--- config.mk ---
export PLATFORM = sky130hd
export DESIGN_NAME = decode_issue_seq_flat
export DESIGN_NICKNAME = d
export VERILOG_FILES = /design/src/rtl/decode_pkg.sv /design/src/rtl/decode_issue_seq_if.sv /design/src/rtl/decode_lane_pick.sv /design/src/rtl/decode_issue_seq.sv /design/src/flat_wrapper.sv
export SDC_FILE = /design/constraint.sdc
export NUM_CORES = 1
export LEC_CHECK = 0
export CAP_MARGIN = 10
export CORE_MARGIN = 4
export CORE_UTILIZATION = 49
export DETAILED_ROUTE_END_ITERATION = 8
export PLACE_DENSITY = 0.86
export SETUP_SLACK_MARGIN = 0.3
export SLEW_MARGIN = 20
export SYNTH_ARGS = -nofsm -noshare
export SYNTH_HDL_FRONTEND = slang
export SYNTH_SLANG_ARGS = --single-unit
--- constraint.sdc ---
create_clock -name clk -period 20.1 [get_ports clk]
set_clock_uncertainty 0.2 [all_clocks]
set_input_delay 4.02 -clock clk [delete_from_list [all_inputs] [get_ports clk]]
set_output_delay 4.02 -clock clk [all_outputs]
set_load 0.03 [all_outputs]
--- src/rtl/decode_pkg.sv ---
// Shared constants, FSM state type and lane helpers for the decode issue sequencer.
package decode_pkg;
    localparam int INST_W     = 32;
    localparam int PKT_LANES  = 4;
    localparam int PKT_W      = 128;
    localparam int LANE_IDX_W = 2;

    // Lane valid bit positions inside the fetch mask (lane0 is the MSB)
    localparam int LANE0_BIT = 3;
    localparam int LANE1_BIT = 2;
    localparam int LANE2_BIT = 1;
    localparam int LANE3_BIT = 0;

    localparam logic [31:0] LANE_PC_STRIDE = 32'd4;

    typedef enum logic {EMPTY, HOLD} seq_state_t;

    function automatic int lane_bit(input int lane);
        case (lane)
            0:       return LANE0_BIT;
            1:       return LANE1_BIT;
            2:       return LANE2_BIT;
            default: return LANE3_BIT;
        endcase
    endfunction

    function automatic logic [INST_W-1:0] lane_inst(input logic [PKT_W-1:0] pkt,
                                                    input logic [LANE_IDX_W-1:0] lane);
        case (lane)
            2'd0:    return pkt[127:96];
            2'd1:    return pkt[95:64];
            2'd2:    return pkt[63:32];
            default: return pkt[31:0];
        endcase
    endfunction
endpackage

--- src/rtl/decode_issue_seq_if.sv ---
// Fetch-side and dispatch-side handshake bundle of the decode issue sequencer.
interface decode_issue_seq_if
    import decode_pkg::*;
#(
    parameter int DISPATCH_W = 2
);
    logic                                 pre_valid;
    logic                                 out_ready;
    logic [PKT_W-1:0]                     pkt_in;
    logic [PKT_LANES-1:0]                 pkt_mask_in;
    logic [31:0]                          pkt_pc_in;
    logic                                 out_valid;
    logic                                 next_ready;
    logic [DISPATCH_W-1:0][INST_W-1:0]    disp_inst;
    logic [DISPATCH_W-1:0][31:0]          disp_pc;
    logic [DISPATCH_W-1:0]                disp_slot_vld;

    modport master (
        output pre_valid, pkt_in, pkt_mask_in, pkt_pc_in, next_ready,
        input  out_ready, out_valid, disp_inst, disp_pc, disp_slot_vld
    );

    modport slave (
        input  pre_valid, pkt_in, pkt_mask_in, pkt_pc_in, next_ready,
        output out_ready, out_valid, disp_inst, disp_pc, disp_slot_vld
    );
endinterface

--- src/rtl/decode_lane_pick.sv ---
// Picks the first DISPATCH_W pending lanes in program order and packs them into slots.
module decode_lane_pick
    import decode_pkg::*;
#(
    parameter int DISPATCH_W = 2
) (
    input  logic [PKT_LANES-1:0]                   rem,
    output logic [DISPATCH_W-1:0][LANE_IDX_W-1:0]  slot_lane,
    output logic [DISPATCH_W-1:0]                  slot_vld,
    output logic [PKT_LANES-1:0]                   clr_mask
);
    logic [PKT_LANES-1:0]      lane_v;
    logic [PKT_LANES-1:0][2:0] pre;

    // pre[l] = number of pending lanes ahead of lane l, i.e. the slot it would land in
    for (genvar l = 0; l < PKT_LANES; l++) begin : g_lane
        assign lane_v[l] = rem[lane_bit(l)];
        assign pre[l]    = 3'($countones(lane_v & 4'((1 << l) - 1)));
        assign clr_mask[lane_bit(l)] = lane_v[l] && (pre[l] < 3'(DISPATCH_W));
    end

    for (genvar s = 0; s < DISPATCH_W; s++) begin : g_slot
        logic [PKT_LANES-1:0] hit;
        for (genvar l = 0; l < PKT_LANES; l++) begin : g_hit
            assign hit[l] = lane_v[l] && (pre[l] == 3'(s));
        end
        assign slot_vld[s]  = |hit;
        assign slot_lane[s] = {hit[3] | hit[2], hit[3] | hit[1]};
    end
endmodule

--- src/rtl/decode_issue_seq.sv ---
// Sequences a 4-lane fetch packet into DISPATCH_W-wide dispatch groups.
// Optional perf counters are built when DECODE_SEQ_PERF_EN is defined.
module decode_issue_seq
    import decode_pkg::*;
#(
    parameter int DISPATCH_W = 2
) (
    input  logic clk,
    input  logic rst,
    input  logic flush,
    decode_issue_seq_if.slave io
`ifdef DECODE_SEQ_PERF_EN
    ,
    output logic [31:0] perf_pkt_cnt,
    output logic [31:0] perf_inst_cnt,
    output logic [31:0] perf_stall_cnt
`endif
);
    seq_state_t                           state_q, state_d;
    logic [PKT_W-1:0]                     pkt_q;
    logic [31:0]                          pc_q;
    logic [PKT_LANES-1:0]                 rem_q, rem_d, rem_after, clr_mask;
    logic                                 load, fire, accept, last_grp;
    logic [DISPATCH_W-1:0][LANE_IDX_W-1:0] slot_lane;
    logic [DISPATCH_W-1:0]                slot_vld;

    decode_lane_pick #(.DISPATCH_W(DISPATCH_W)) u_pick (
        .rem       (rem_q),
        .slot_lane (slot_lane),
        .slot_vld  (slot_vld),
        .clr_mask  (clr_mask)
    );

    assign rem_after    = rem_q & ~clr_mask;
    assign last_grp     = (rem_after == '0);
    assign io.out_valid = (state_q == HOLD) && !flush && !rst;
    assign fire         = io.out_valid && io.next_ready;
    // Taking the next packet while the last group leaves keeps fetch bubble-free
    assign io.out_ready = !rst && !flush && ((state_q == EMPTY) || (fire && last_grp));
    assign accept       = io.pre_valid && io.out_ready;

    always_comb begin
        state_d = state_q;
        rem_d   = rem_q;
        load    = 1'b0;
        if (flush) begin
            state_d = EMPTY;
            rem_d   = '0;
        end else if (accept) begin
            load    = |io.pkt_mask_in;
            state_d = (|io.pkt_mask_in) ? HOLD : EMPTY;
            rem_d   = io.pkt_mask_in;
        end else if (fire) begin
            rem_d = rem_after;
            if (last_grp) state_d = EMPTY;
        end
    end

    always_ff @(posedge clk) begin
        if (rst) begin
            state_q <= EMPTY;
            rem_q   <= '0;
        end else begin
            state_q <= state_d;
            rem_q   <= rem_d;
        end
    end

    always_ff @(posedge clk) begin
        if (load) begin
            pkt_q <= io.pkt_in;
            pc_q  <= io.pkt_pc_in;
        end
    end

    for (genvar s = 0; s < DISPATCH_W; s++) begin : g_out
        assign io.disp_inst[s] = lane_inst(pkt_q, slot_lane[s]);
        assign io.disp_pc[s]   = pc_q + 32'(slot_lane[s]) * LANE_PC_STRIDE;
    end
    assign io.disp_slot_vld = slot_vld;

`ifdef DECODE_SEQ_PERF_EN
    always_ff @(posedge clk) begin
        if (rst) begin
            perf_pkt_cnt   <= '0;
            perf_inst_cnt  <= '0;
            perf_stall_cnt <= '0;
        end else begin
            if (accept && |io.pkt_mask_in) perf_pkt_cnt <= perf_pkt_cnt + 32'd1;
            if (fire) perf_inst_cnt <= perf_inst_cnt + 32'($countones(slot_vld));
            if (io.out_valid && !io.next_ready) perf_stall_cnt <= perf_stall_cnt + 32'd1;
        end
    end
`endif
endmodule

--- src/flat_wrapper.sv ---
// flat-port wrapper written by rule: the top's interface ports become plain ports
module decode_issue_seq_flat import decode_pkg::*;
#(
    parameter int DISPATCH_W = 2
)
  (clk, rst, flush, io_pre_valid, io_pkt_in, io_pkt_mask_in, io_pkt_pc_in, io_next_ready, io_out_ready, io_out_valid, io_disp_inst, io_disp_pc, io_disp_slot_vld);
  decode_issue_seq_if #(.DISPATCH_W(DISPATCH_W)) io_i ();
  input  logic clk;
  input  logic rst;
  input  logic flush;
  input wire logic [$bits(io_i.pre_valid)-1:0] io_pre_valid;
  input wire logic [$bits(io_i.pkt_in)-1:0] io_pkt_in;
  input wire logic [$bits(io_i.pkt_mask_in)-1:0] io_pkt_mask_in;
  input wire logic [$bits(io_i.pkt_pc_in)-1:0] io_pkt_pc_in;
  input wire logic [$bits(io_i.next_ready)-1:0] io_next_ready;
  output wire logic [$bits(io_i.out_ready)-1:0] io_out_ready;
  output wire logic [$bits(io_i.out_valid)-1:0] io_out_valid;
  output wire logic [$bits(io_i.disp_inst)-1:0] io_disp_inst;
  output wire logic [$bits(io_i.disp_pc)-1:0] io_disp_pc;
  output wire logic [$bits(io_i.disp_slot_vld)-1:0] io_disp_slot_vld;
  assign io_i.pre_valid = io_pre_valid;
  assign io_i.pkt_in = io_pkt_in;
  assign io_i.pkt_mask_in = io_pkt_mask_in;
  assign io_i.pkt_pc_in = io_pkt_pc_in;
  assign io_i.next_ready = io_next_ready;
  assign io_out_ready = io_i.out_ready;
  assign io_out_valid = io_i.out_valid;
  assign io_disp_inst = io_i.disp_inst;
  assign io_disp_pc = io_i.disp_pc;
  assign io_disp_slot_vld = io_i.disp_slot_vld;
  decode_issue_seq #(.DISPATCH_W(DISPATCH_W)) u_core (.clk(clk), .rst(rst), .flush(flush), .io(io_i));
endmodule
==> flow_metrics.tcl <==
set metrics [dict create \
    status "finished, final reports clean" \
    wirelength_um 27600 \
    async_flop_share_pct 0 \
    synth_warnings 0 \
    grt_pass1_vias 7442 \
    initial_core_util_pct 50.5 \
    hold_buffers 0 \
    hold_path.class "flip-flop to flip-flop" \
    post-route-period-util_pct 49.0 \
    drc 0 \
    clk_latency_ns 0.42 \
    critPathRequiredTime_ns 15.88 \
    crit_fanout 4 \
    synth.distinct_cells 45 \
    die_width_um 139 \
    worstMarginPinSlew_ns 0.842 \
    track_usage_pct 27.2 \
    vias_per_cell 6.07 \
    cts_setup_buffers 0 \
    die_y_um 139 \
    via_count 7321 \
    ios 301 \
    cts.sink_count 165 \
    hold_viol_final 0 \
    fin_nets 1154 \
    synth_top_area_share_pct 56.7 \
    drive_above_1_share_pct 11.2 \
    num_rows 47 \
    postLayoutCoreUtil_pct 72.5 \
    path_class "primary input to primary output" \
    syn_inst 700 \
    synth_nets 881 \
    dpl.hpwl_um 19200 \
    die_area_um2 19400 \
    syn_to_final_growth_pct 43.5 \
    p_leak_nw 4.14 \
    clockBufferDepth 2 \
    yosys_register_bits 165 \
    drv_slew 0 \
    p_per_area_nw_per_um2 72.8 \
    wl_per_cell_um 22.9 \
    port_buffers 300 \
    vdd_drop_max_mv 0.0609 \
    ys_seq_area_share_pct 57.9 \
    antenna_found_initial 4 \
    postRouteAntennaNets 0 \
    grt.overflow.total 0 \
    clkSlewWorstSetupHoldPaths_ns 0.06 \
    cts_made_buffers 17 \
    fin_tns_setup_ns 0 \
    synth.avg_cell_area_um2 12.1 \
    gp_congestion 0.940 \
    grt_pass1_wl_um 41000 \
    drv_cap 0 \
    grt_setup_unrepaired "no" \
    drt_iter0_drc 639 \
    fin_crit_ns 9.86 \
    arrival_ns 5.64 \
    drt_first_pass_iters 5 \
    setup_viol 0 \
    cts_tree "yes" \
    synth.most_common_cell "edfxtp_1" \
    core-area_um2 16800 \
    synth-edff-count 160 \
    synth_area_um2 8470 \
    critPathCaptureType "primary output" \
    synth_common_cells "edfxtp_1, o22ai_1, a21oi_1, mux2_2, nor2_1" \
    critPathLaunchType "primary input" \
    synth_flop_cell "edfxtp_1" \
    h-tree-depth 4 \
    post_cts_resized 0 \
    synth_area_leaders "edfxtp_1, mux2_2, o22ai_1" \
    grt_max_degree 66 \
    yosys.area.top_type "edfxtp_1" \
    max_slew_margin_pct 43.9 \
    max_freq_mhz 101 \
    root_buffer "clkbuf_16" \
]
[where the power goes]
part	switching (mW)	internal, mW	leakage, nW
sequential	0.0122	0.395	1.52
combinational	0.0829	0.0755	2.35
clock	0.145	0.174	0.272
total	0.240	0.645	4.14
[registers in the layout, indices dropped and copies added, names as in the netlist]
register / count
u_core.pkt_q: 128
u_core.pc_q: 32
u_core.rem_q: 4
u_core.state_q: 1
[cell usage in the layout (no fill, tap or decap), types with 4 or more instances in the layout]
master / Yosys / layout
ha_1: 9 / 8
buf_4: 8 / 13
a21oi_1: 67 / 66
nor2_1: 47 / 46
clkdlybuf4s50_1: 0 / 300
and3_1: 5 / 5
xnor2_1: 40 / 40
clkbuf_16: 0 / 17
nor4_1: 8 / 8
nand2_1: 23 / 22
a221oi_1: 4 / 4
xor2_1: 16 / 16
inv_1: 10 / 10
nand2b_1: 4 / 4
nand4_1: 22 / 22
o22ai_1: 94 / 94
o21ai_0: 5 / 5
nand3_1: 26 / 26
inv_6: 0 / 6
edfxtp_1: 160 / 160
dfxtp_1: 5 / 5
mux2i_1: 5 / 5
mux2_2: 59 / 59
[path summary, 6_finish.rpt]
kind         cells after the start  slack [ns]                         start                           to
max                              4       10.24                         flush                 io_out_ready
min                              2        0.32   u_core.state_q$_SDFFE_PP0P_  u_core.state_q$_SDFFE_PP0P_
max reg2reg                      6       16.70  u_core.rem_q[2]$_SDFFE_PP0P_   u_core.pkt_q[32]$_DFFE_PP_
min reg2reg                      2        0.32   u_core.state_q$_SDFFE_PP0P_  u_core.state_q$_SDFFE_PP0P_
[logic make-up after synthesis]
group,synth area share (%)
buf+inv,3.74
fa+ha+maj,2.04
mux,8.44
simple gates,10.2
xor+xnor,5.79
flops,57.9
compound gates,11.9
[layer usage]
metal / track usage (%) / vias up / part of all wire, % / wire length [um]
met5: 0 / - / 0.17 / 46
met4: 12.2 / 6 / 3.3 / 911
met3: 9.91 / 78 / 12 / 3310
met2: 46.9 / 534 / 50 / 13800
met1: 30.1 / 3461 / 34 / 9490
li1: - / 3242 / - / -
[worst max-delay path, cell delays in order]
cell and delay [ns]:
clkdlybuf4s50_1 0.45, or2_2 0.35, a21oi_1 0.13, clkdlybuf4s50_1 0.68
[layout make-up]
| class | instances | area [um^2] |
|---|---|---|
| Tap cell | 220 | 275 |
| Fill cell | 1175 | 4600 |
| Timing Repair Buffer | 313 | 3100 |
| Clock inverter | 14 | 139 |
| Multi-Input combinational cell | 466 | 3270 |
| Inverter | 10 | 37.5 |
| Clock buffer | 17 | 425 |
| Antenna cell | 2 | 5.00 |
| Sequential cell | 165 | 4900 |
[stage by stage]
stage / cell area [um^2] / setup WS, ns / total power, mW / hold WS [ns] / cells
floorplan: 8470 / 8.03 / 0.491 / 0.264 / 700
global placement: 11600 / 10.25 / 0.569 / 0.308 / 1174
detailed placement: 11600 / 10.24 / 0.572 / 0.307 / 1174
CTS: 12200 / 10.24 / 0.887 / 0.318 / 1205
global route: 12200 / 10.16 / 0.914 / 0.355 / 1206
finish: 12200 / 10.24 / 0.885 / 0.319 / 1207
Note: power is estimated with default switching activity, not from simulation.
